<file path="src/rtl/fifo2stream_wide_pkg.sv">
// Shared helpers for the wide FIFO-to-stream unpacker: lane layout and index sizing.
package fifo2stream_wide_pkg;

  localparam int unsigned DATA_OFS = 0;

  function automatic int unsigned clog2(input int unsigned v);
    int unsigned r;
    int unsigned x;
    r = 0;
    x = 1;
    while (x < v) begin
      x = x << 1;
      r++;
    end
    return r;
  endfunction

  function automatic int unsigned lane_width(input int unsigned p);
    return p + 2;
  endfunction

  function automatic int unsigned sof_ofs(input int unsigned p);
    return p;
  endfunction

  function automatic int unsigned eol_ofs(input int unsigned p);
    return p + 1;
  endfunction

  function automatic int unsigned idx_width(input int unsigned beats);
    return (clog2(beats) > 1) ? clog2(beats) : 1;
  endfunction

endpackage

</file>
<file path="src/rtl/fifo2stream_lane_chk.sv">
// Splits one output beat into pixel data and sideband, and flags misplaced sof/eol.
module fifo2stream_lane_chk
  import fifo2stream_wide_pkg::*;
#(
  parameter int unsigned C_PIXEL_WIDTH = 8,
  parameter int unsigned C_OUT_PIXELS  = 1
) (
  input  logic [C_OUT_PIXELS*lane_width(C_PIXEL_WIDTH)-1:0] beat,
  output logic [C_OUT_PIXELS*C_PIXEL_WIDTH-1:0]             tdata,
  output logic                                              tuser,
  output logic                                              tlast,
  output logic                                              frame_err
);

  localparam int unsigned P   = C_PIXEL_WIDTH;
  localparam int unsigned L   = lane_width(C_PIXEL_WIDTH);
  localparam int unsigned SOF = sof_ofs(C_PIXEL_WIDTH);
  localparam int unsigned EOL = eol_ofs(C_PIXEL_WIDTH);
  localparam int unsigned N   = C_OUT_PIXELS;

  always_comb begin
    tdata     = '0;
    frame_err = 1'b0;
    for (int unsigned k = 0; k < N; k++) begin
      tdata[k*P +: P] = beat[k*L + DATA_OFS +: P];
      // sof belongs only on the first lane, eol only on the last lane of a beat
      if (k != 0 && beat[k*L + SOF]) frame_err = 1'b1;
      if (k != N - 1 && beat[k*L + EOL]) frame_err = 1'b1;
    end
  end

  assign tuser = beat[SOF];
  assign tlast = beat[(N-1)*L + EOL];

endmodule

</file>
<file path="src/rtl/fifo2stream_wide.sv">
// Pops packed words from an FWFT FIFO and emits them as multi-pixel AXI4-Stream beats,
// with framing-error detection, soft flush and a frame counter.
module fifo2stream_wide
  import fifo2stream_wide_pkg::*;
#(
  parameter int unsigned C_PIXEL_WIDTH = 8,
  parameter int unsigned C_IN_PIXELS   = 4,
  parameter int unsigned C_OUT_PIXELS  = 1,
  parameter int unsigned C_FCNT_WIDTH  = 16
) (
  input  logic                                                clk,
  input  logic                                                reset,
  input  logic                                                empty,
  input  logic [C_IN_PIXELS*lane_width(C_PIXEL_WIDTH)-1:0]    rd_data,
  output logic                                                rd_en,
  input  logic                                                flush,
  input  logic                                                clr_err,
  output logic                                                m_axis_tvalid,
  output logic [C_OUT_PIXELS*C_PIXEL_WIDTH-1:0]               m_axis_tdata,
  output logic                                                m_axis_tuser,
  output logic                                                m_axis_tlast,
  input  logic                                                m_axis_tready,
  output logic                                                err_framing,
  output logic [C_FCNT_WIDTH-1:0]                             frame_cnt
);

  localparam int unsigned L       = lane_width(C_PIXEL_WIDTH);
  localparam int unsigned C_BEATS = C_IN_PIXELS / C_OUT_PIXELS;
  localparam int unsigned IW      = idx_width(C_BEATS);
  localparam int unsigned BW      = C_OUT_PIXELS * L;
  localparam logic [IW-1:0] LAST_IDX = IW'(C_BEATS - 1);

  logic [C_IN_PIXELS*L-1:0] hold;
  logic                     hv;
  logic [IW-1:0]            idx;
  logic [BW-1:0]            beat;
  logic                     mnext;
  logic                     lastbeat;
  logic                     frame_err;

  assign m_axis_tvalid = hv;
  assign mnext         = hv & m_axis_tready;
  assign lastbeat      = (idx == LAST_IDX);
  // Reloading on the last accepted beat keeps the stream gap-free across words
  assign rd_en         = ~reset & ~empty & ~flush & (~hv | (mnext & lastbeat));

  always_comb begin
    beat = '0;
    for (int unsigned b = 0; b < C_BEATS; b++) begin
      if (idx == IW'(b)) beat = hold[b*BW +: BW];
    end
  end

  fifo2stream_lane_chk #(
    .C_PIXEL_WIDTH (C_PIXEL_WIDTH),
    .C_OUT_PIXELS  (C_OUT_PIXELS)
  ) u_lane_chk (
    .beat      (beat),
    .tdata     (m_axis_tdata),
    .tuser     (m_axis_tuser),
    .tlast     (m_axis_tlast),
    .frame_err (frame_err)
  );

  always_ff @(posedge clk or posedge reset) begin
    if (reset) begin
      hold <= '0;
      hv   <= 1'b0;
      idx  <= '0;
    end else if (flush) begin
      hv  <= 1'b0;
      idx <= '0;
    end else if (rd_en) begin
      hold <= rd_data;
      hv   <= 1'b1;
      idx  <= '0;
    end else if (mnext) begin
      if (lastbeat) hv <= 1'b0;
      else          idx <= idx + 1'b1;
    end
  end

  always_ff @(posedge clk or posedge reset) begin
    if (reset) begin
      err_framing <= 1'b0;
      frame_cnt   <= '0;
    end else begin
      if (mnext && frame_err) err_framing <= 1'b1;
      else if (clr_err)       err_framing <= 1'b0;
      if (mnext && m_axis_tlast) frame_cnt <= frame_cnt + 1'b1;
    end
  end

endmodule

</file>
<file path="config.mk">
export PLATFORM = sky130hd
export DESIGN_NAME = fifo2stream_wide
export DESIGN_NICKNAME = d
export VERILOG_FILES = /design/src/rtl/fifo2stream_wide_pkg.sv /design/src/rtl/fifo2stream_lane_chk.sv /design/src/rtl/fifo2stream_wide.sv
export SDC_FILE = /design/constraint.sdc
export NUM_CORES = 1
export LEC_CHECK = 0
export ABC_CLOCK_PERIOD_IN_PS = 2950
export CORE_MARGIN = 2
export CORE_UTILIZATION = 48
export DETAILED_ROUTE_END_ITERATION = 12
export PLACE_DENSITY = 0.78
export SLEW_MARGIN = 20
export SYNTH_ARGS = -nofsm -noshare
export SYNTH_HDL_FRONTEND = slang
export SYNTH_HIERARCHICAL = 1
export SYNTH_SLANG_ARGS = --single-unit
</file>
<file path="constraint.sdc">
create_clock -name clk -period 2.95 [get_ports clk]
set_clock_uncertainty 0.15 [all_clocks]
set_input_delay 0.59 -clock clk [delete_from_list [all_inputs] [get_ports clk]]
set_output_delay 0.59 -clock clk [all_outputs]
set_load 0.03 [all_outputs]
</file>
==> metrics.md, run 1 <==
| Metric | Value |
|---|---|
| Yosys top cell area share | 53.4% |
| Combinational share of power | 22.9% |
| Final Hold Fails | 0 |
| Status | finished, final reports clean |
| Drt initial violations | 77 |
| Via count | 1,944 |
| Mean Syn Cell Area | 12.2 um2 |
| Clock network fraction of design power | 32.9% |
| Post-Syn Nets | 282 |
| First-pass GRT wire length | 9650 um |
| Flop-to-flop setup slack | 0.30 ns |
| Switch share | 27.5% |
| Final Wtd Congestion | 0.749 |
| Yosys reg bits | 60 |
| Final core occ | 68.0% |
| HP Class | reg2reg |
| CP max FO | 8 |
| Hold path start | frame_cnt[13]$_DFFE_PP0P_ |
| Synth-to-layout area growth | 34.8% |
| Row count | 27 |
| Yosys cell types | 28 |
| Setup TNS | 0 ns |
| Final Max Slew Viols | 0 |
| Drt pass-1 iters | 4 |
| Vias in the first global route | 2,036 |
| Max Root-Sink Buffers | 2 |
| Initial antenna violation count | 0 |
| Cts bufs inserted | 9 |
| Maximum vdd drop | 0.341 mV |
| Cell repeated most along the worst path | buf_4 |
| Clk slew on worst S/H paths | 0.06 ns |
| Layout cells sized above 1 | 25.6% |
| I/O pin count | 75 |
| NetSw | 0.657 mW |
| Most common cell after layout, fill and taps aside | clkdlybuf4s50_1 |
| GRT Overall Usage | 19.9% |
| Final setup viols | 0 |
| Worst Setup SP | idx[0]$_DFFE_PP0P_ |
| WP data required | 2.21 ns |
| Final worst path period need | 2.87 ns |
| Residual DRC count | 0 |
| Worst R2R Path Depth | 10 |
| Clk Latency, worst-skew pair | 0.33 ns |
| R2r startpoint | idx[0]$_DFFE_PP0P_ |
| Root buf cell | clkbuf_8 |
| Unrepaired setup endpoints after global routing | false |
| Syn Inst Count | 231 |
| Filler cells | 433 |
| Crit Path Class | reg2out |
| Area leader, netlist | dfrtp_1 |
| Die area | 6490 um2 |
| P_leak | 1.58 nW |
| CTS sink count | 60 |
| Multi-input logic area | 1170 um2 |
| Synth Warn # | 6 |
| Post-CTS Hold Buffers | 0 |
| Post-detail-place hpwl | 4160 um |
| Post-route cell area | 3790 um2 |
| Initial Utilization | 50.4% |
| Die X | 80.5 um |
| Port bufs | 74 |
| Most frequent cells in the layout | 63 x clkdlybuf4s50_1, 60 x dfrtp_1, 39 x mux2_2 |
| Sequential fraction of the synthesis area | 53.4% |
| CP endpoint kind | output port |
| Detailed Route WL | 5830 um |
| Arrival @ worst endpoint | 2.13 ns |
| Total grt overflow | 0 |
| CP cell instances | inv_1 > ha_1 > nor2b_1 > buf_4 > a221oi_1 > o31ai_1 > buf_4 |
| Hold path depth | 1 |
| Cell Pwr Density | 630 nW/um2 |
| Final #Nets | 354 |
| CP startpoint kind | flip-flop |
| Avg Vias per Cell | 5.12 |
| Dpl cells | 364 |
| Tcrit/Tclk final | 97.4% |
| Hold Crit Endpoint | frame_cnt[13]$_DFFE_PP0P_ |
| Slowest stage delay, CP | 0.47 ns |
| Max-cap violations | 0 |
| Die span in y | 80.5 um |
| Setup bufs post-CTS | 0 |
| Largest net degree at the start of global routing | 60 |
| Max Freq | 0.348 GHz |
| Internal Power | 1.73 mW |
| Wire per inst | 15.3 um |
| Fin cells | 380 |
| ANT nets after route | 0 |
| Sequential power share | 44.2% |
| Area contributors post-synth | dfrtp_1 53%, mux2_2 16%, xnor2_1 3.7%, buf_4 2.9%, a221oi_1 2.8% |
| Reg-to-Reg End | frame_cnt[7]$_DFFE_PP0P_ |
| H-tree levels | 3 |
| Core Box Area | 5570 um2 |
| Dpl cell area | 3560 um2 |
| CTS tree | done |
| Ant. Diodes | 0 |
| Mapped cell area | 2810 um2 |
| Max stage delay cell, worst path | a221oi_1 |
| Seq. cell area | 1500 um2 |
how the worst max path moves through the flow:
stage               slack, ns                         to  depth (start not counted)
CTS                      0.10            m_axis_tdata[5]                          7
global placement         0.37        hold[3]$_DFFE_PP0P_                          5
floorplan                0.29  frame_cnt[10]$_DFFE_PP0P_                         11
global route             0.01            m_axis_tdata[7]                          7
finish                   0.08            m_axis_tdata[5]                          7
detailed placement       0.34               m_axis_tuser                          7
final cells by class:
class / instances / share of cell area (%)
clock inverters: 3 / 1.12
clock buffers: 13 / 4.72
repair buffers: 82 / 20.8
well taps: 72 / 2.38
inverters: 5 / 0.495
multi-input cells: 145 / 30.9
flip-flops and latches: 60 / 39.6
through the flow:
stage | hold WS [ns] | setup slack [ns] | total power [mW]
detailed placement | 0.330 | 0.336 | 1.62
floorplan | 0.308 | 0.288 | 1.43
finish | 0.337 | 0.0764 | 2.39
global route | 0.364 | 0.0113 | 2.52
global placement | 0.311 | 0.372 | 1.60
CTS | 0.342 | 0.100 | 2.41
worst max-delay path, delay by kind of cell, from the launching register on:
family / cells / cell delay, ns
buffers and inverters: 3 / 0.43
adders and majority gates: 1 / 0.21
AOI/OAI and AO/OA: 2 / 0.61
and+or+nand+nor: 1 / 0.16
DFF: 1 / 0.41
power groups by stage:
stage / sequential, mW / combinational [mW] / clock [mW]
finish: 1.06 / 0.547 / 0.786
global route: 1.07 / 0.589 / 0.860
CTS: 1.06 / 0.551 / 0.803
detailed placement: 1.07 / 0.552 / 0
global placement: 1.06 / 0.541 / 0
floorplan: 1.08 / 0.347 / 0
Yosys cell counts (all sizes together):
cell / instances
and2: 1
dfrtp: 60
buf: 15
a21boi: 1
nor3: 6
nor4: 1
conb: 1
nand2: 19
ha: 5
xnor2: 12
o21ai: 3
nor2b: 10
mux2i: 2
nand3: 8
nand4: 3
and4: 1
a221oi: 9
xor2: 4
o31ai: 9
nor2: 8
mux2: 41
or2: 1
clkbuf: 6
inv: 5
state kept, by name, indices dropped and copies added, names as in the netlist:
register	flops
idx	2
hold	40
m_axis_tvalid	1
err_framing	1
frame_cnt	16
logic make-up after synthesis:
logic type / Yosys count / share of synthesized area (%)
flip-flops: 60 / 53.4
buffers and inverters: 26 / 5.12
other: 1 / 0.133
AND/OR/NAND/NOR: 58 / 10.9
AO/OA/AOI/OAI: 22 / 6.14
multiplexers: 43 / 17.1
XOR/XNOR: 16 / 4.98
adder cells (fa/ha/maj): 5 / 2.23
per-layer routing:
| metal | up-vias | global-route usage, % | part of all wire (%) |
|---|---|---|---|
| met2 | 41 | 30.6 | 48 |
| met1 | 952 | 26.4 | 46 |
| met3 | 8 | 6.52 | 4.1 |
| met4 | 0 | 7.29 | 1.7 |
| li1 | 943 | - | - |
| met5 | - | 0 | 0 |
timing repair:
action                     CTS  global route
pin swaps                    0             0
setup endpoints to repair    1             1
gates resized for setup      1             1
(Power assumes the default switching activity.)
==> inputs of run 2 (changes only) <==
==> constraint.sdc (replaced) <==
create_clock -name clk -period 2.95 [get_ports clk]
set_clock_uncertainty 0.15 [all_clocks]
set_input_delay 0.59 -clock clk [delete_from_list [all_inputs] [get_ports clk]]
set_output_delay 0.59 -clock clk [all_outputs]
set_load 0.02 [all_outputs]
==> run 2 against run 1 <==
Highest routed layer unchanged. Design area grew 1.4%. First-iteration DRC count grew 18%. Total power shrank 0.14%. Cell count grew 0.79%. Sequential cell count is the same. Non-clock buffer count grew 3. Global-route usage shrank 0.16 points. Sequential share of layout area shrank 0.54 points. Wire length grew 0.79%. Critical endpoint is now rd_en.
==> metrics.md, run 2 (same netlist as run 1, synthesis figures left out) <==
| Metric | Value |
|---|---|
| Status | finished, final reports clean (unchanged) |
| Max Root-Sink Buffers | 2 (unchanged) |
| Top reg by flops | hold (unchanged) |
| CTS sink count | 60 (unchanged) |
| Final #Nets | 357 (was 354) |
| Vias in the first global route | 2,015 (was 2,036) |
| Core Box Area | 5570 um2 (unchanged) |
| Worst R2R Path Depth | 10 (unchanged) |
| Initial Utilization | 50.4% (unchanged) |
| Maximum vdd drop | 0.295 mV (was 0.341 mV) |
| Internal Power | 1.77 mW (was 1.73 mW) |
| Sequential power share | 44.4% (was 44.2%) |
| Via count | 2,010 (was 1,944) |
| Dpl cells | 367 (was 364) |
| First-pass GRT wire length | 9670 um (was 9650 um) |
| Drt initial violations | 91 (was 77) |
| Max stage delay cell, worst path | clkdlybuf4s50_1 (was a221oi_1) |
| Clk slew on worst S/H paths | 0.07 ns (was 0.06 ns) |
| NetSw | 0.615 mW (was 0.657 mW) |
| Crit path setup slack, layout | 0.104 ns (was 0.0764 ns) |
| CP max FO | 2 (was 8) |
| Layout cells sized above 1 | 24.4% (was 25.6%) |
| Total grt overflow | 0 (unchanged) |
| Ant. Diodes | 0 (unchanged) |
| Wire per inst | 15.3 um (about the same) |
| Tcrit/Tclk final | 96.5% (was 97.4%) |
| Buf/Inv on CP | 2 (was 3) |
| Arrival @ worst endpoint | 2.11 ns (was 2.13 ns) |
| Pre-CTS setup slack | 0.110 ns (was 0.336 ns) |
| Post-CTS Hold Buffers | 0 (unchanged) |
| Die X | 80.5 um (unchanged) |
| Filler cells | 423 (was 433) |
| ANT nets after route | 0 (unchanged) |
| Crit Path Class | in2out (was reg2out) |
| Synth-to-layout area growth | 36.7% (was 34.8%) |
| Final core occ | 69.0% (was 68.0%) |
| Final setup viols | 0 (unchanged) |
| Cell repeated most along the worst path | clkdlybuf4s50_1 (was buf_4) |
| Detailed Route WL | 5880 um (was 5830 um) |
| Final Wtd Congestion | 0.731 (was 0.749) |
| Largest net degree at the start of global routing | 41 (was 60) |
| Clk Latency, worst-skew pair | 0.32 ns (was 0.33 ns) |
| GRT Overall Usage | 19.8% (was 19.9%) |
| Combinational share of power | 20.8% (was 22.9%) |
| Row count | 27 (unchanged) |
| Residual DRC count | 0 (unchanged) |
| CTS tree | done (unchanged) |
| Dpl cell area | 3610 um2 (was 3560 um2) |
| Setup bufs post-CTS | 0 (unchanged) |
| H-tree levels | 3 (unchanged) |
| Avg Vias per Cell | 5.25 (was 5.12) |
| HP Class | reg2reg (unchanged) |
| Most frequent cells in the layout | 64 x clkdlybuf4s50_1, 60 x dfrtp_1, 39 x mux2_2 (was 63 x clkdlybuf4s50_1, 60 x dfrtp_1, 39 x mux2_2) |
| Die span in y | 80.5 um (unchanged) |
| CP endpoint kind | output port (unchanged) |
| Final Hold Fails | 0 (unchanged) |
| Slowest stage delay, CP | 0.67 ns (was 0.47 ns) |
| Max-cap violations | 0 (unchanged) |
| Fin cells | 383 (was 380) |
| Post-detail-place hpwl | 4280 um (was 4160 um) |
| Max Freq | 0.351 GHz (was 0.348 GHz) |
| Largest registers | hold: 40 flops, frame_cnt: 16 flops, idx: 2 flops (unchanged) |
| Initial antenna violation count | 0 (unchanged) |
| Drt pass-1 iters | 4 (unchanged) |
| Cell family with most CP delay | buffers and inverters (was compound AO/OA/AOI/OAI gates) |
| Slew @ Worst Pin | 0.503 ns |
| CP startpoint kind | primary input (was flip-flop) |
| Post-route cell area | 3840 um2 (was 3790 um2) |
| Cell Pwr Density | 621 nW/um2 (was 630 nW/um2) |
| Die area | 6490 um2 (unchanged) |
| Switch share | 25.8% (was 27.5%) |
| Most common cell after layout, fill and taps aside | clkdlybuf4s50_1 (unchanged) |
| Cts bufs inserted | 9 (unchanged) |
| Port bufs | 74 (unchanged) |
| WP data required | 2.21 ns (about the same) |
| Final worst path period need | 2.85 ns (was 2.87 ns) |
| Final Max Slew Viols | 0 (unchanged) |
| I/O pin count | 75 (unchanged) |
| Max FFs per register | 40 (unchanged) |
| Rel. slew slack | 66.5% |
| Crit path depth | 3 (was 7) |
| Unrepaired setup endpoints after global routing | true (was false) |
| CP cell instances | clkdlybuf4s50_1 > nor4_4 > clkdlybuf4s50_1 (was inv_1 > ha_1 > nor2b_1 > buf_4 > a221oi_1 > o31ai_1 > buf_4) |
| Clock network fraction of design power | 34.7% (was 32.9%) |
| P_leak | 1.60 nW (was 1.58 nW) |
| Hold path depth | 1 (unchanged) |
| Root buf cell | clkbuf_8 (unchanged) |
| CTS resizes | 11 (was 1) |
## run 2: changes by cell type in the layout (fill, tap and decap cells not counted)
cell,before,now
clkinvlp_4,1,0
a221oi_1,8,5
buf_4,17,10
clkbuf_1,0,2
clkbuf_2,0,3
clkbuf_8,13,11
clkdlybuf4s50_1,63,64
bufinv_16,1,2
dlygate4sd2_1,1,5
clkinv_2,1,0
a221oi_2,1,4
clkdlybuf4s15_1,0,2
clkinv_4,0,1
## run 2: worst register-to-register path: stages (launching register included)
cell and delay [ns]:
dfrtp_1 0.41, inv_1 0.10, ha_1 0.25, buf_4 0.17
nor2b_1 0.13, o31ai_1 0.32, buf_4 0.19, nand3_2 0.13
nor3_2 0.43, and4_1 0.26, xor2_1 0.15
## run 2: power by group through the flow
| stage | registers (mW) | clock network, mW | logic, mW |
|---|---|---|---|
| after global routing | 1.08 | 0.893 | 0.538 |
| after floorplan | 1.07 | 0 | 0.319 |
| after global placement | 1.07 | 0 | 0.510 |
| after detailed placement | 1.07 | 0 | 0.522 |
| after CTS | 1.06 | 0.845 | 0.499 |
| final | 1.06 | 0.828 | 0.497 |
## run 2: per-layer routing
| metal | global-route usage [%] | part of all wire, % | vias to the layer above |
|---|---|---|---|
| met1 | 26.2 | 45 | 1006 |
| li1 | - | - | 949 |
| met3 | 3.82 | 3.6 | 10 |
| met5 | 0 | 0 | - |
| met2 | 30.6 | 49 | 45 |
| met4 | 10.5 | 2.6 | 0 |
## run 2: worst paths after layout
check	from	end	slack, ns
setup / recovery	flush	rd_en	0.10
hold / removal	frame_cnt[15]$_DFFE_PP0P_	frame_cnt[15]$_DFFE_PP0P_	0.35
setup reg to reg	idx[0]$_DFFE_PP0P_	frame_cnt[7]$_DFFE_PP0P_	0.20
hold reg to reg	frame_cnt[15]$_DFFE_PP0P_	frame_cnt[15]$_DFFE_PP0P_	0.35
max in group asynchronous	reset	frame_cnt[0]$_DFFE_PP0P_	1.40
min in group asynchronous	reset	hold[15]$_DFFE_PP0P_	0.68
## run 2: area by class of cell
type                    instances  area (um2)  area share, %
multi-input cells             145        1190           31.0
repair buffers                 85         815           21.2
clock inverters                 3        68.8           1.79
well taps                      72        90.1           2.34
clock buffers                  13         159           4.13
inverters                       5        18.8          0.488
flip-flops and latches         60        1500           39.1
## run 2: metrics by stage
stage,TNS [ns],hold slack [ns],power [mW]
after floorplan,0,0.308,1.39
after global placement,0,0.312,1.57
after detailed placement,0,0.336,1.59
after CTS,0,0.350,2.40
after global routing,-0.0297,0.371,2.51
final,0,0.347,2.39
==> inputs of run 3 (changes only) <==
--- a/config.mk
+++ b/config.mk
@@ -6,6 +6,7 @@
 export NUM_CORES = 1
 export LEC_CHECK = 0
 export ABC_CLOCK_PERIOD_IN_PS = 2950
+export CORE_ASPECT_RATIO = 1.75
 export CORE_MARGIN = 2
 export CORE_UTILIZATION = 48
 export DETAILED_ROUTE_END_ITERATION = 12
==> run 3 against run 2 <==
Sequential share of layout area increased by 0.22 points. Via count decreased by 1.2%. Sequential cell count unchanged. Combinational power decreased by 2%. Largest power group unchanged. First-iteration DRC count decreased by 23%. Clock power decreased by 2%. Highest routed layer unchanged. Wire length increased by 3.1%.
==> metrics.md, run 3 (same netlist as run 1, synthesis figures left out) <==
| Metric | Value |
|---|---|
| Status | finished, final reports clean (unchanged) |
| Cts bufs inserted | 9 (unchanged) |
| First-pass GRT wire length | 9620 um (was 9670 um) |
| Worst R2R Path Depth | 10 (unchanged) |
| Arrival @ worst endpoint | 2.12 ns (was 2.11 ns) |
| Max FFs per register | 40 (unchanged) |
| Final worst path period need | 2.86 ns (was 2.85 ns) |
| Clk Latency, worst-skew pair | 0.34 ns (was 0.32 ns) |
| Setup bufs post-CTS | 0 (unchanged) |
| Reg-to-Reg End | frame_cnt[10]$_DFFE_PP0P_ (was frame_cnt[7]$_DFFE_PP0P_) |
| Pre-CTS setup slack | 0.0433 ns (was 0.110 ns) |
| Most common cell after layout, fill and taps aside | clkdlybuf4s50_1 (unchanged) |
| CP endpoint kind | output port (unchanged) |
| Unrepaired setup endpoints after global routing | true (unchanged) |
| GRT Overall Usage | 20.5% (was 19.8%) |
| Max Freq | 0.349 GHz (was 0.351 GHz) |
| CP max FO | 3 (was 2) |
| HP Class | reg2reg (unchanged) |
| Die area | 6510 um2 (was 6490 um2) |
| Final Wtd Congestion | 0.730 (was 0.731) |
| Initial Utilization | 49.9% (was 50.4%) |
| Total grt overflow | 0 (unchanged) |
| Synth-to-layout area growth | 36.0% (was 36.7%) |
| Wire per inst | 15.6 um (was 15.3 um) |
| Tcrit/Tclk final | 97.1% (was 96.5%) |
| Max Root-Sink Buffers | 2 (unchanged) |
| Largest registers | hold: 40 flops, frame_cnt: 16 flops, idx: 2 flops (unchanged) |
| Core Box Area | 5630 um2 (was 5570 um2) |
| Detailed Route WL | 6060 um (was 5880 um) |
| Root buf cell | clkbuf_8 (unchanged) |
| Fin cells | 388 (was 383) |
| R2r startpoint | idx[1]$_DFFE_PP0P_ (was idx[0]$_DFFE_PP0P_) |
| Crit path setup slack, layout | 0.0864 ns (was 0.104 ns) |
| Rel. slew slack | 66.1% (was 66.5%) |
| Largest net degree at the start of global routing | 43 (was 41) |
| Final setup viols | 0 (unchanged) |
| Die span in y | 105 um (was 80.5 um) |
| Final Hold Fails | 0 (unchanged) |
| Row count | 36 (was 27) |
| Hold path depth | 1 (unchanged) |
| Clk slew on worst S/H paths | 0.06 ns (was 0.07 ns) |
| Max-cap violations | 0 (unchanged) |
| ANT nets after route | 0 (unchanged) |
| Hold Crit Endpoint | frame_cnt[15]$_DFFE_PP0P_ (unchanged) |
| Drt initial violations | 70 (was 91) |
| Slew @ Worst Pin | 0.508 ns (was 0.503 ns) |
| WP data required | 2.21 ns (about the same) |
| Final core occ | 67.9% (was 69.0%) |
| Port bufs | 74 (unchanged) |
| Final #Nets | 358 (was 357) |
| I/O pin count | 75 (unchanged) |
| Post-detail-place hpwl | 4370 um (was 4280 um) |
| Avg Vias per Cell | 5.12 (was 5.25) |
| Hold path start | frame_cnt[15]$_DFFE_PP0P_ (unchanged) |
| Die X | 61.9 um (was 80.5 um) |
| Flop-to-flop setup slack | 0.35 ns (was 0.20 ns) |
| CTS sink count | 60 (unchanged) |
| Vias in the first global route | 2,115 (was 2,015) |
| Dpl cells | 372 (was 367) |
| Initial antenna violation count | 0 (unchanged) |
| H-tree levels | 3 (unchanged) |
| CP startpoint kind | primary input (unchanged) |
| P_leak | 1.61 nW (was 1.60 nW) |
| Final Max Slew Viols | 0 (unchanged) |
| Cell Pwr Density | 615 nW/um2 (was 621 nW/um2) |
| Via count | 1,985 (was 2,010) |
| Crit Path Class | in2out (unchanged) |
| Layout cells sized above 1 | 25.0% (was 24.4%) |
| Drt pass-1 iters | 4 (unchanged) |
| Ant. Diodes | 0 (unchanged) |
| Maximum vdd drop | 0.527 mV (was 0.295 mV) |
| Residual DRC count | 0 (unchanged) |
| Most frequent cells in the layout | 64 x clkdlybuf4s50_1, 60 x dfrtp_1, 39 x mux2_2 (unchanged) |
| Top reg by flops | hold (unchanged) |
| CTS tree | done (unchanged) |
==> run 3: timing repair <==
action | CTS | global route
hold endpoints to repair | 0 | 0
gates cloned | 0 | 0
pin swaps | 0 | 0
gates resized for setup | 9 | 23
setup endpoints to repair | 9 | 10
hold buffers | 0 | 0
==> run 3: worst max path at each step <==
stage | startpoint | endpoint | slack, ns | cells past startpoint
floorplan | idx[0]$_DFFE_PP0P_ | frame_cnt[10]$_DFFE_PP0P_ | 0.32 | 11
global route | idx[1]$_DFFE_PP0P_ | m_axis_tdata[5] | -0.004 | 7
global placement | flush | rd_en | 0.06 | 3
detailed placement | m_axis_tready | rd_en | 0.04 | 4
finish | m_axis_tready | rd_en | 0.09 | 4
CTS | idx[0]$_DFFE_PP0P_ | m_axis_tuser | 0.02 | 7
==> run 3: worst max-delay path, stage by stage <==
cell	delay, ns
clkdlybuf4s50_1	0.51
a21boi_2	0.10
nor4_4	0.25
clkdlybuf4s50_1	0.68
==> run 3: report_power, final <==
part | leakage [nW] | switching, mW | internal (mW)
clock network | 0.107 | 0.311 | 0.498
logic | 0.751 | 0.211 | 0.276
registers | 0.748 | 0.0909 | 0.964
total | 1.61 | 0.613 | 1.74
==> run 3: metal layers <==
| metal | GRT usage (%) | vias to the layer above | wire (um) | share of wire (%) |
|---|---|---|---|---|
| li1 | - | 948 | - | - |
| met1 | 22.5 | 967 | 2260 | 37 |
| met2 | 34.2 | 59 | 3310 | 55 |
| met3 | 6.63 | 11 | 335 | 5.5 |
| met4 | 9.42 | 0 | 147 | 2.4 |
| met5 | 0 | - | 0 | 0 |
==> run 3: cell type report <==
| cell class | instances | area, um2 |
|---|---|---|
| Tap cell | 76 | 95.1 |
| Clock buffer | 12 | 145 |
| Clock inverter | 4 | 72.6 |
| Multi-Input combinational cell | 145 | 1180 |
| Sequential cell | 60 | 1500 |
| Fill cell | 433 | 1810 |
| Timing Repair Buffer | 86 | 812 |
| Inverter | 5 | 18.8 |
==> run 3: metrics by stage <==
step / TNS, ns / instance area, um2 / hold WS [ns] / power, mW
6_report: 0 / 3820 / 0.340 / 2.35
5_1_grt: -0.00435 / 3820 / 0.363 / 2.47
4_1_cts: 0 / 3830 / 0.343 / 2.38
3_5_place_dp: 0 / 3620 / 0.325 / 1.58
3_3_place_gp: 0 / 3620 / 0.315 / 1.57
2_1_floorplan: 0 / 2810 / 0.308 / 1.39
